File: src/rtl/fp64_pkg.sv
// Shared FP64 definitions for the arithmetic cluster: format widths, special constants,
// divider FSM states and a leading-zero helper used when FP64_DIV_SEQ_DENORM_EN is defined.
package fp64_pkg;

  localparam int FP64_EXP_W  = 11;
  localparam int FP64_MANT_W = 52;
  localparam int FP64_BIAS   = 1023;

  localparam logic [63:0] FP64_QNAN    = 64'h7FF8000000000001;
  localparam logic [63:0] FP64_POS_INF = 64'h7FF0000000000000;

  typedef enum logic [2:0] {
    IDLE,
    PREP,
    ITER,
    ROUND,
    DONE
  } fp64_div_state_t;

  // Scans from the LSB up so the highest set bit wins; an all-zero field reports 52.
  function automatic logic [5:0] lzc52(input logic [51:0] f);
    logic [5:0] n;
    n = 6'd52;
    for (int i = 0; i < 52; i++) begin
      if (f[i]) n = 6'(51 - i);
    end
    return n;
  endfunction

endpackage

File: src/rtl/fp64_div_round_pack.sv
// Round-to-nearest-even and packing of the divider quotient, with overflow to infinity.
// FP64_DIV_SEQ_DENORM_EN selects gradual underflow; otherwise tiny results flush to zero.
module fp64_div_round_pack
  import fp64_pkg::*;
(
  input  logic               sign,
  input  logic signed [12:0] exp_q,
  input  logic [53:0]        quot,
  input  logic               sticky_in,
  output logic [63:0]        res
);

  logic [53:0]        sig;
  logic               lost;
  logic [FP64_MANT_W:0] mant;
  logic               guard;
  logic               sticky;
  logic               round_up;
  logic [53:0]        rounded;
  logic signed [12:0] exp_adj;
  logic               tiny;
`ifdef FP64_DIV_SEQ_DENORM_EN
  logic [6:0]         shamt;
  logic [107:0]       wide;
`else
  logic               unused_rounded_msb;
  assign unused_rounded_msb = rounded[52];
`endif

  // quot holds 53 significand bits plus guard; the remainder test arrives as sticky_in.
  always_comb begin
    sig  = quot;
    lost = 1'b0;
    tiny = (exp_q <= 13'sd0);
`ifdef FP64_DIV_SEQ_DENORM_EN
    shamt = 7'd0;
    wide  = '0;
    if (tiny) begin
      shamt = (exp_q < -13'sd54) ? 7'd55 : 7'(13'sd1 - exp_q);
      wide  = {quot, 54'b0} >> shamt;
      sig   = wide[107:54];
      lost  = |wide[53:0];
    end
`endif
    mant     = sig[53:1];
    guard    = sig[0];
    sticky   = sticky_in | lost;
    round_up = guard & (sticky | mant[0]);
    rounded  = {1'b0, mant} + {53'b0, round_up};
    exp_adj  = exp_q + (rounded[53] ? 13'sd1 : 13'sd0);

    if (exp_adj >= 13'sd2047) begin
      res = {sign, FP64_POS_INF[62:0]};
    end else if (tiny) begin
`ifdef FP64_DIV_SEQ_DENORM_EN
      // A subnormal that rounds up into bit 52 becomes the smallest normal.
      res = {sign, {(FP64_EXP_W-1){1'b0}}, rounded[52], rounded[51:0]};
`else
      res = {sign, 63'b0};
`endif
    end else begin
      res = {sign, exp_adj[FP64_EXP_W-1:0], rounded[51:0]};
    end
  end

endmodule

File: src/rtl/fp64_div_seq.sv
// Sequential FP64 divider, radix-2 restoring, one quotient bit per cycle with valid/ready ports.
// Define FP64_DIV_SEQ_DENORM_EN for subnormal inputs/outputs; otherwise they flush to zero.
module fp64_div_seq
  import fp64_pkg::*;
(
  input  logic        clk,
  input  logic        rst_n,
  input  logic        in_valid,
  output logic        in_ready,
  input  logic [63:0] a,
  input  logic [63:0] b,
  output logic        out_valid,
  input  logic        out_ready,
  output logic [63:0] result,
  output logic        div_by_zero
);

  fp64_div_state_t    state;
  logic [63:0]        a_r, b_r;
  logic [53:0]        rem;
  logic [52:0]        mant_b;
  logic [53:0]        quot;
  logic [5:0]         cnt;
  logic signed [12:0] exp_q;
  logic               sign_q;

  logic [10:0]        ea_raw, eb_raw;
  logic [51:0]        fa, fb;
  logic               a_nan, b_nan, a_inf, b_inf, a_zero, b_zero;
  logic [52:0]        ma, mb;
  logic signed [12:0] ea, eb;
  logic               sgn;
  logic               is_special, special_dbz;
  logic [63:0]        special_res;
  logic               rem_ge;
  logic [53:0]        rem_sub, rem_next;
  logic [63:0]        rp_result;
`ifdef FP64_DIV_SEQ_DENORM_EN
  logic [5:0]         sh_a, sh_b;
`endif

  // Operand classification and normalisation, evaluated while in PREP.
  always_comb begin
    ea_raw = a_r[62:52];
    eb_raw = b_r[62:52];
    fa     = a_r[51:0];
    fb     = b_r[51:0];
    sgn    = a_r[63] ^ b_r[63];
    a_nan  = (ea_raw == '1) && (fa != '0);
    b_nan  = (eb_raw == '1) && (fb != '0);
    a_inf  = (ea_raw == '1) && (fa == '0);
    b_inf  = (eb_raw == '1) && (fb == '0);
    ma     = {1'b1, fa};
    mb     = {1'b1, fb};
    ea     = $signed({2'b0, ea_raw});
    eb     = $signed({2'b0, eb_raw});
`ifdef FP64_DIV_SEQ_DENORM_EN
    a_zero = (ea_raw == '0) && (fa == '0);
    b_zero = (eb_raw == '0) && (fb == '0);
    sh_a   = lzc52(fa) + 6'd1;
    sh_b   = lzc52(fb) + 6'd1;
    if (ea_raw == '0) begin
      ma = {1'b0, fa} << sh_a;
      ea = 13'sd1 - $signed({7'b0, sh_a});
    end
    if (eb_raw == '0) begin
      mb = {1'b0, fb} << sh_b;
      eb = 13'sd1 - $signed({7'b0, sh_b});
    end
`else
    a_zero = (ea_raw == '0);
    b_zero = (eb_raw == '0);
`endif

    is_special  = 1'b1;
    special_dbz = 1'b0;
    special_res = FP64_QNAN;
    if (a_nan || b_nan || (a_zero && b_zero) || (a_inf && b_inf)) begin
      special_res = FP64_QNAN;
    end else if (a_inf) begin
      special_res = {sgn, FP64_POS_INF[62:0]};
    end else if (b_zero) begin
      special_res = {sgn, FP64_POS_INF[62:0]};
      special_dbz = 1'b1;
    end else if (a_zero || b_inf) begin
      special_res = {sgn, 63'b0};
    end else begin
      is_special = 1'b0;
    end
  end

  always_comb begin
    rem_ge   = (rem >= {1'b0, mant_b});
    rem_sub  = rem - {1'b0, mant_b};
    rem_next = (rem_ge ? rem_sub : rem) << 1;
  end

  fp64_div_round_pack u_round_pack (
    .sign      (sign_q),
    .exp_q     (exp_q),
    .quot      (quot),
    .sticky_in (rem != '0),
    .res       (rp_result)
  );

  // Control FSM; all handshake outputs are registered so neither valid path is combinational.
  always_ff @(posedge clk or negedge rst_n) begin
    if (!rst_n) begin
      state       <= IDLE;
      in_ready    <= 1'b1;
      out_valid   <= 1'b0;
      result      <= '0;
      div_by_zero <= 1'b0;
      a_r         <= '0;
      b_r         <= '0;
      rem         <= '0;
      mant_b      <= '0;
      quot        <= '0;
      cnt         <= '0;
      exp_q       <= '0;
      sign_q      <= 1'b0;
    end else begin
      case (state)
        IDLE: begin
          if (in_valid) begin
            a_r      <= a;
            b_r      <= b;
            in_ready <= 1'b0;
            state    <= PREP;
          end
        end
        PREP: begin
          sign_q      <= sgn;
          div_by_zero <= 1'b0;
          if (is_special) begin
            result      <= special_res;
            div_by_zero <= special_dbz;
            out_valid   <= 1'b1;
            state       <= DONE;
          end else begin
            // Pre-scaling the dividend keeps the quotient in [1,2), so bit 53 is always the leading one.
            mant_b <= mb;
            quot   <= '0;
            cnt    <= '0;
            rem    <= (ma < mb) ? {ma, 1'b0} : {1'b0, ma};
            exp_q  <= ea - eb + 13'(FP64_BIAS) - ((ma < mb) ? 13'sd1 : 13'sd0);
            state  <= ITER;
          end
        end
        ITER: begin
          quot <= {quot[52:0], rem_ge};
          rem  <= rem_next;
          cnt  <= cnt + 6'd1;
          if (cnt == 6'd53) state <= ROUND;
        end
        ROUND: begin
          result    <= rp_result;
          out_valid <= 1'b1;
          state     <= DONE;
        end
        DONE: begin
          if (out_ready) begin
            out_valid <= 1'b0;
            in_ready  <= 1'b1;
            state     <= IDLE;
          end
        end
        default: state <= IDLE;
      endcase
    end
  end

endmodule
File: config.mk
export PLATFORM = sky130hd
export DESIGN_NAME = fp64_div_seq
export DESIGN_NICKNAME = d
export VERILOG_FILES = /design/src/rtl/fp64_pkg.sv /design/src/rtl/fp64_div_round_pack.sv /design/src/rtl/fp64_div_seq.sv
export SDC_FILE = /design/constraint.sdc
export NUM_CORES = 1
export LEC_CHECK = 0
export ABC_CLOCK_PERIOD_IN_PS = 4200
export CELL_PAD_IN_SITES_DETAIL_PLACEMENT = 0
export CELL_PAD_IN_SITES_GLOBAL_PLACEMENT = 1
export CORE_MARGIN = 2
export CORE_UTILIZATION = 41
export DETAILED_ROUTE_END_ITERATION = 8
export HOLD_SLACK_MARGIN = 0.06
export PLACE_DENSITY_LB_ADDON = 0.1
export SYNTH_ARGS = -nofsm -noshare
export SYNTH_HDL_FRONTEND = slang
export SYNTH_HIERARCHICAL = 1
export SYNTH_SLANG_ARGS = --single-unit
File: constraint.sdc
create_clock -name clk -period 4.2 [get_ports clk]
set_input_delay 0.84 -clock clk [delete_from_list [all_inputs] [get_ports clk]]
set_output_delay 0.84 -clock clk [all_outputs]
set_load 0.02 [all_outputs]
Yosys cells after proc, flatten, opt, wreduce, memory -nomap -nowiden. Cells that the tools add are included.

Reduce and logical (&&, ||, !) cells: 29. Order comparisons: 4. Mux-type cells: 37. Eq/ne operators: 12. $add $sub $neg: 7. Bitwise logic cells: 4.

Operators by type and width (number): $mux 64 (5); $pmux 54 s2 (2); $mux 54 (3); $pmux 64 s2 (1); $mux 63 (2); $logic_not 52->1 (2); $reduce_bool 52->1 (2); $add 53x1->54 (1); $ge 54x53->1 (1); $reduce_bool 54->1 (1); $lt 53x53->1 (1); $mux 53 (1); $sub 53x53->53 (1); $eq 11x11->1 const B (2); $logic_not 11->1 (2); $pmux 3 s5 (1); $mux 1 (14); $add 12x11->13 const B (1); $add 13x13->13 (1); $ge 13x12->1 const B (1); $le 13x1->1 const B (1); $sub 13x2->13 (1); $mux 3 (4); $pmux 6 s2 (1); 21 further kinds (41).

Flip-flop bits (word level): 379. Bits of input ports: 132. Output and inout port bits: 67. Word-level logic and storage cells: 106.

Logic depth before layout (Yosys ltp). Gate-level depths: netlist of run 1.

Word-level depth: 9. Mapped depth: 25. Gate-level depth less buffers: 23.

Cells and area by module. The synthesis of run 1 kept the hierarchy.

By module, submodules not included: fp64_div_seq (seq. area each 9485.3 µm², times used 1, cells each 2282, area each 21310.4 µm²); fp64_div_round_pack (seq. area each 0.0 µm², times used 1, cells each 313, area each 1858.0 µm²).

Worst setup path after synthesis of run 1. No wires, ideal clock.

Path type: reg-to-reg. From: reg a_r[34]. To: reg exp_q[11]. Data required time: 4.117 ns. Path slack: 0.024 ns. Period minus slack after synthesis: 4.176 ns. Path buffers: 2. Stages on the path, launching flop included: 25. Library setup time: 0.083 ns. Arrival: 4.094 ns. Path through: dfrtp_1 ha_1 a21o_1 a21o_1 a221oi_1 o21ai_0 a21o_1 o21ai_1 o2111ai_1 clkbuf_1 buf_2 ha_1 ha_1 inv_1 fa_1 nor2b_1 o21ai_0 a21boi_0 o21ai_0 nand2b_1 a21o_1 a21oi_1 o21ai_0 xor2_1 o21ai_0.

Cells in the longest elaborated chain, start to end: 8. Elaborated cells on any way between the ends: 15. Those cells by class: add/sub (1); order compare (1); mux (3); bitwise (1); reduce/logical (9).

Ends and longest elaborated chain: from (decl) (RTL line fp64_div_seq.sv:19) `logic [63:0] a_r, b_r;`; from (signal assigned) (RTL line fp64_div_seq.sv:114) `a_r <= '0;`; from (signal assigned) (RTL line fp64_div_seq.sv:126) `a_r <= a;`; branches (longest 8 deep; another with $lt 53x53->1); to (signal assigned) (RTL line fp64_div_seq.sv:146) `exp_q <= ea - eb + 13'(FP64_BIAS) - ((ma < mb) ? 13'sd1 : 13'sd0);`; to (decl) (RTL line fp64_div_seq.sv:24) `logic signed [12:0] exp_q;`.

Parallel ways; which one is timed is not known. A chain may end at the register's enable or synchronous reset.

Final worst setup path of run 1.
From: reg b_r[34]. To: reg exp_q[11].

Cells in the longest elaborated chain, start to end: 9. Elaborated cells on any way between the ends: 18. Those cells by class: add/sub (1); order compare (1); mux (5); bitwise (1); reduce/logical (10).

Ends and longest elaborated chain: from (decl) (RTL line fp64_div_seq.sv:19); from (signal assigned) (RTL line fp64_div_seq.sv:115) `b_r <= '0;`; from (signal assigned) (RTL line fp64_div_seq.sv:127) `b_r <= b;`; branches (longest 9 deep; another with $lt 53x53->1).

Parallel ways; which one is timed is not known.

==> out/metrics.csv, run 1 <==
metric;value;unit
synthMuxAreaShare;0.0715;
synthSimpleGateAreaFrac;0.165;
fin_skew;0.0127;ns
drt_iter0_markers;1220;
power_leakage;12.5;nW
clock.fmax;251;MHz
ant_nets;0;
hold_path_class;input pin to asynchronous set/reset pin;
cap_violations;0;
finalSetupViolCount;0;
period_needed;3.98;ns
synth_fp_nets;2861;
ios;199;
synth_compound_area_frac;0.180;
grt_max_degree;104;
first_pass_iters;7;
worst_pin_slew;1.14;ns
relSlewSlack;0.241;
place.port_buffers;198;
layout-drive-gt1-share;0.133;
powerDensity;979;nW/µm²
crit_path_end_kind;flop;
yosys.area_share.xor_xnor;0.0476;
synth_top_family_by_area;compound AO/OA/AOI/OAI gates;
reg2reg_depth;24;
worstReg2RegStart;b_r[34];
num_vias;19732;
core_area;56200;µm²
routabilityCongestion;0.896;
fin_crit_sh;0.948;
cts_tree;built;
overflow;0;
vdd_drop_max;0.665;mV
crit_start;b_r[34];
final_nets;3126;
antenna_found_initial;1;
die_h;242;µm
netlist_area;23200;µm²
status;finished, final reports clean;
crit_required;4.65;ns
seq_area_frac_synth;0.409;
clk_latency;0.58;ns
crit_path_end;exp_q[11];
maxSlewViolCount;0;
fillCellCount;5428;
synth_cells;2595;
ys_ff_latch;379;
gr-usage-all-layers;0.234;
synth-edff-count;0;
h-tree-depth;2;
initial_core_util;0.412;
dieArea;58400;µm²
grt_pass1_wl;110000;µm
yosys_warnings;6;
async_flop_share;1.00;
drc;0;
rrSetupSlack;0.22;ns
grt_pass1_vias;19747;
routedWlPerCell;19.1;µm
die_x;242;µm
startpoint_type;flop;
hold_buffers;0;
path_clk_slew;0.06;ns
synthToLayoutAreaGrowth;22.7;%
cts-root-buf;clkbuf_16;
dp_hpwl;51800;µm
timing.hold.ws;0.230;ns
clockBufferDepth;3;
fp-row-count;87;
synth.distinct_cells;86;
arrival;4.43;ns
final_core_util;0.506;
ys_dominant_reg_cell;dfrtp_1;
place_inst;3563;
final_cells;3647;
cts_buffers;46;
p_total;27.8;mW
path_class;flop to flop;
synth_area_per_cell;8.93;µm²
via_per_inst;5.41;
synth_adder_area_share;0.0733;
crit_fanout;2;
cts_sinks;379;
hold_violations;0;
routed_wl;69600;µm
r2r_end;exp_q[11];
[through the flow]
step           setup slack, ns  TNS (ns)  area [µm²]
6_report                 0.220         0       28400
3_3_place_gp           -0.0469   -0.0577       26800
3_5_place_dp            -0.119    -0.241       26800
4_1_cts                0.00801         0       28300
5_1_grt               -0.00321  -0.00341       28400
2_1_floorplan           0.0237         0       23200
[worst min path at each step]
| stage | from | to | cells past startpoint |
|---|---|---|---|
| 6_report | rst_n | result[14] | 1 |
| 5_1_grt | rst_n | result[15] | 1 |
| 4_1_cts | rst_n | quot[17] | 1 |
| 3_5_place_dp | mant_b[52] | mant_b[52] | 2 |
| 3_3_place_gp | mant_b[52] | mant_b[52] | 2 |
| 2_1_floorplan | mant_b[52] | mant_b[52] | 2 |
[registers in the layout, summed over array words and instances, names as in the netlist]
signal	count
a_r	64
b_r	64
result	64
quot	54
rem	54
mant_b	53
exp_q	13
cnt	6
state	3
div_by_zero	1
in_ready	1
out_valid	1
sign_q	1
[cell type report]
class                      instances  area [µm²]  share of cell area
timing repair buffer             356        3320               0.117
inverter                         163         612              0.0215
tap                              756         946              0.0333
clock inverter                    10         104             0.00365
multi-input combinational       1914       12600               0.443
clock buffer                      68        1370              0.0480
sequential                       379        9490               0.334
antenna                            1        2.50           0.0000880
[critical path, cell delays in order, from the launching register on]
cell,delay [ns]
dfrtp_1,0.35
inv_1,0.06
ha_1,0.29
buf_4,0.10
nand4_1,0.10
buf_4,0.17
nor4_4,0.26
buf_4,0.21
o311a_4,0.21
o21ai_2,0.07
o2111ai_4,0.10
ha_2,0.21
ha_2,0.18
inv_2,0.04
fa_2,0.38
nor2b_1,0.12
o21ai_1,0.09
a21boi_1,0.18
o21ai_1,0.08
nand2b_1,0.09
a21o_1,0.13
a21oi_2,0.05
o21ai_1,0.16
xor2_1,0.14
o21ai_0,0.08
[cell usage after synthesis, drive strengths merged, types with 50 or more instances]
cell type | instances | share of area
ha | 131 | 0.071
dfrtp | 378 | 0.41
nor2 | 155 | 0.025
nand4 | 51 | 0.014
a21oi | 134 | 0.029
xnor2 | 77 | 0.029
clkbuf | 104 | 0.017
o21ai | 297 | 0.064
a22o | 50 | 0.019
nor4 | 63 | 0.018
inv | 163 | 0.026
nand2 | 375 | 0.061
mux2i | 53 | 0.023
a21o | 60 | 0.019
mux2 | 100 | 0.049
[logic make-up after synthesis]
kind of cell,after synthesis
mux,153
fa+ha+maj,134
xor+xnor,126
compound gates,678
buf+inv,302
simple gates,823
flops,379
[what timing repair did]
action / CTS / global route
endpoints found under the setup margin: 3 / 68
setup buffers: 0 / 4
gates resized for setup: 3 / 26
pin swaps: 0 / 12
hold endpoints to repair: 0 / 0
cloned: 0 / 1
[where the power goes]
part / total [mW] / switching [mW] / internal, mW / leakage, nW
Clock: 3.93 / 1.58 / 2.35 / 0.730
Sequential: 6.24 / 1.21 / 5.03 / 4.80
Combinational: 17.7 / 9.81 / 7.84 / 6.92
Total: 27.8 / 12.6 / 15.2 / 12.5
[cells in the final DEF, fill, tap and decap left out, types with 13 or more instances in the layout]
cell and instances:
inv_1 162, clkbuf_16 48, mux2i_1 53, dfrtp_1 378
nor4_1 59, o22ai_1 32, ha_1 129, xor2_1 49
clkdlybuf4s50_1 197, nand3_1 47, nand2_1 372, and3_1 13
xnor2_1 77, nor3_1 46, a21o_1 60, a21oi_1 129
o21bai_1 24, nor2_1 155, nand4_1 49, a22o_1 50
buf_4 147, mux2_2 99, o21ai_0 281
[routing by layer]
| metal | share of wire | track usage | wire length (µm) | up-vias |
|---|---|---|---|---|
| li1 | - | - | - | 9696 |
| met1 | 0.46 | 0.317 | 31900 | 9546 |
| met2 | 0.47 | 0.386 | 32600 | 390 |
| met4 | 0.033 | 0.0846 | 2320 | 0 |
| met3 | 0.040 | 0.0302 | 2770 | 100 |
| met5 | 0 | 0 | 0 | - |
Note: power is estimated with default switching activity, not from simulation.
==> run 2: changes to the inputs <==
--- a/config.mk
+++ b/config.mk
@@ -10,10 +10,11 @@
 export CELL_PAD_IN_SITES_GLOBAL_PLACEMENT = 1
 export CORE_MARGIN = 2
 export CORE_UTILIZATION = 41
+export CTS_CLUSTER_SIZE = 20
 export DETAILED_ROUTE_END_ITERATION = 8
 export HOLD_SLACK_MARGIN = 0.06
 export PLACE_DENSITY_LB_ADDON = 0.1
+export SLEW_MARGIN = 10
 export SYNTH_ARGS = -nofsm -noshare
 export SYNTH_HDL_FRONTEND = slang
-export SYNTH_HIERARCHICAL = 1
 export SYNTH_SLANG_ARGS = --single-unit
==> out/metrics.csv, run 2 <==
metric;value;unit;change
status;finished, final reports clean;;
crit_top_cell;nor2_2;;
ant_nets;0;;unchanged
num_vias;19289;;-2.2%
core_area;54000;µm²;-3.8%
vdd_drop_max;0.656;mV;-1.4%
ios;199;;unchanged
multiInputGateArea;12100;µm²;-4.2%
yosys_warnings;0;;-6
synth_area_leaders;dfrtp_1 (42%), ha_1 (7.3%), nand2_1 (7.1%), o21ai_0 (6.4%), mux2_2 (3.6%);;
routed_wl;68900;µm;-0.89%
final_common_cell;nand2_1;;
seq_area_frac_synth;0.421;;+0.0120
register_area;9490;µm²;unchanged
grt_max_degree;137;;+32%
fp-row-count;85;;-2.3%
synth-edff-count;0;;unchanged
synth_common_cells;nand2_1 (424), dfrtp_1 (378), o21ai_0 (288);;
h-tree-depth;2;;unchanged
cap_violations;0;;unchanged
preCtsSetupSlack;-0.109;ns;+0.0102 ns
path_buf_inv;3;;-2
synth_top_area_frac;0.420;;+0.0120
cts-root-buf;clkbuf_16;;
gr-usage-all-layers;0.242;;+0.00779
overflow;0;;unchanged
synth_area_per_cell;8.94;µm²;about the same
drc;0;;unchanged
tns;0;ns;unchanged
dpl-instance-area;26100;µm²;-2.5%
routabilityCongestion;0.879;;-1.9%
place.port_buffers;198;;unchanged
path_clk_slew;0.06;ns;about the same
via_per_inst;5.46;;+0.85%
cts_buffers;45;;-2.2%
die_x;238;µm;-1.4%
netlist_area;22500;µm²;-2.8%
reg_top3;a_r: 64 flops, b_r: 64 flops, result: 64 flops;;
ys_ff_latch;379;;unchanged
first_pass_iters;5;;-2
mostFrequentLayoutCells;nand2_1 (421), dfrtp_1 (378), o21ai_0 (274);;
slowest_stage;dfrtp_1;;
grt_pass1_wl;108000;µm;-2.0%
clockBufferDepth;3;;unchanged
startpoint_type;flop;;
rrSetupSlack;0.16;ns;-0.06 ns
worst_pin_slew;0.991;ns;-0.147 ns
final_nets;3071;;-1.8%
hold_path_class;input pin to asynchronous set/reset pin;;
crit_fanout;51;;+49
initial_core_util;0.417;;+0.00415
crit_chain;and3_1, and2_1, nand4_1, nor3_2, buf_4, nand2_1, nor3_2, nand4_1, nor2_2, ha_2, ha_1, nand3_1, nor2_2, nand2_1, a21oi_1, nor2_1, o21ai_1, o41ai_1, buf_4, or2_2, buf_12, nor2_2, o22a_1;;
clock.fmax;247;MHz;-1.6%
powerDensity;995;nW/µm²;+1.7%
power_leakage;12.1;nW;-3.2%
maxSlewViolCount;0;;unchanged
async_flop_share;1.00;;unchanged
ys_dominant_reg_cell;dfrtp_1;;
synth_fp_nets;2785;;-2.7%
reg2reg_depth;23;;-4.2%
fin_ws;0.157;ns;-0.0633 ns
synth_top_area_cell;dfrtp_1;;
finalSetupViolCount;0;;unchanged
relSlewSlack;0.339;;+0.0982
dp_hpwl;51900;µm;+0.14%
layout-drive-gt1-share;0.131;;-0.00175
crit_family;simple AND/OR/NAND/NOR gates;;
synthToLayoutAreaGrowth;24.0;%;
crit_path_end_kind;flop;;
synth.distinct_cells;80;;-7.0%
synth_cells;2519;;-2.9%
routedWlPerCell;19.5;µm;+2.2%
crit_required;4.71;ns;+0.06 ns
cts_sinks;379;;unchanged
final_core_util;0.517;;+0.0106
fillCellCount;5079;;-6.4%
hold_violations;0;;unchanged
timing.hold.ws;0.269;ns;+0.0383 ns
fin_skew;0.0304;ns;+0.0178 ns
period_needed;4.04;ns;+0.0633 ns
fin_crit_sh;0.963;;+0.0151
die_h;238;µm;-1.4%
dieArea;56800;µm²;-2.8%
cts_tree;built;;
drt_iter0_markers;1161;;-4.8%
stdcell_area;27900;µm²;-1.8%
crit_cells;23;;-4.2%
arrival;4.55;ns;+0.12 ns
max_stage_delay;0.35;ns;-0.03 ns
grt_pass1_vias;19156;;-3.0%
antenna_found_initial;2;;+1
clk_latency;0.59;ns;about the same
synth_most_common_cell;nand2_1;;
path_class;flop to flop;;
run 2: area by class of cell:
class                      count  area share
clock inverter                 9     0.00444
inverter                     160      0.0215
multi-input combinational   1851       0.432
tap                          696      0.0312
antenna                        2    0.000179
clock buffer                  70      0.0492
sequential                   379       0.340
timing repair buffer         368       0.121
run 2: per-stage QoR:
stage	power, mW	instances
after global routing	30.1	3535
final	27.8	3535
after global placement	22.8	3441
after CTS	27.2	3521
after floorplan	17.7	2519
after detailed placement	23.1	3441
run 2: timing repair:
| item | CTS | global route |
|---|---|---|
| hold buffers | 0 | 0 |
| gates resized for setup | 8 | 46 |
| hold endpoints to repair | 0 | 0 |
| endpoints found under the setup margin | 54 | 69 |
| cloned | 0 | 0 |
| setup buffers | 1 | 12 |
| pin swaps | 1 | 26 |
run 2: where the power goes:
part	leakage (nW)	switching, mW	internal (mW)
Clock	0.739	1.58	2.42
Combinational	6.55	9.89	7.71
Sequential	4.77	1.14	5.04
run 2: worst register-to-register path: stages, from the launching register on:
cell     delay [ns]
dfrtp_1        0.35
and3_1         0.18
and2_1         0.17
nand4_1        0.18
nor3_2         0.23
buf_4          0.15
nand2_1        0.06
nor3_2         0.18
nand4_1        0.18
nor2_2         0.18
ha_2           0.20
ha_1           0.18
nand3_1        0.12
nor2_2         0.13
nand2_1        0.10
a21oi_1        0.17
nor2_1         0.06
o21ai_1        0.14
o41ai_1        0.09
buf_4          0.14
or2_2          0.33
buf_12         0.18
nor2_2         0.13
o22a_1         0.13
run 2: path summary, 6_finish.rpt:
check / end / start
worst max-delay path: result[0] / quot[19]
worst min-delay path: quot[9] / rst_n
max in group asynchronous: in_ready / rst_n
worst min register to register: mant_b[52] / mant_b[52]
worst max register to register: result[0] / quot[19]
min in group clk: mant_b[52] / mant_b[52]
run 2: logic make-up after synthesis:
| kind of cell | Yosys count | synth area share |
|---|---|---|
| multiplexers | 148 | 0.0699 |
| AND/OR/NAND/NOR | 816 | 0.164 |
| AO/OA/AOI/OAI | 635 | 0.172 |
| XOR/XNOR | 118 | 0.0459 |
| adder cells (fa/ha/maj) | 134 | 0.0755 |
| buffers and inverters | 289 | 0.0514 |
| flip-flops | 379 | 0.421 |
run 2: layer usage:
layer	GRT usage	vias up	wire length [µm]
met2	0.407	363	32800
met1	0.325	9367	31700
met5	0	-	0
met3	0.0271	104	2380
li1	-	9455	-
met4	0.0809	0	2100
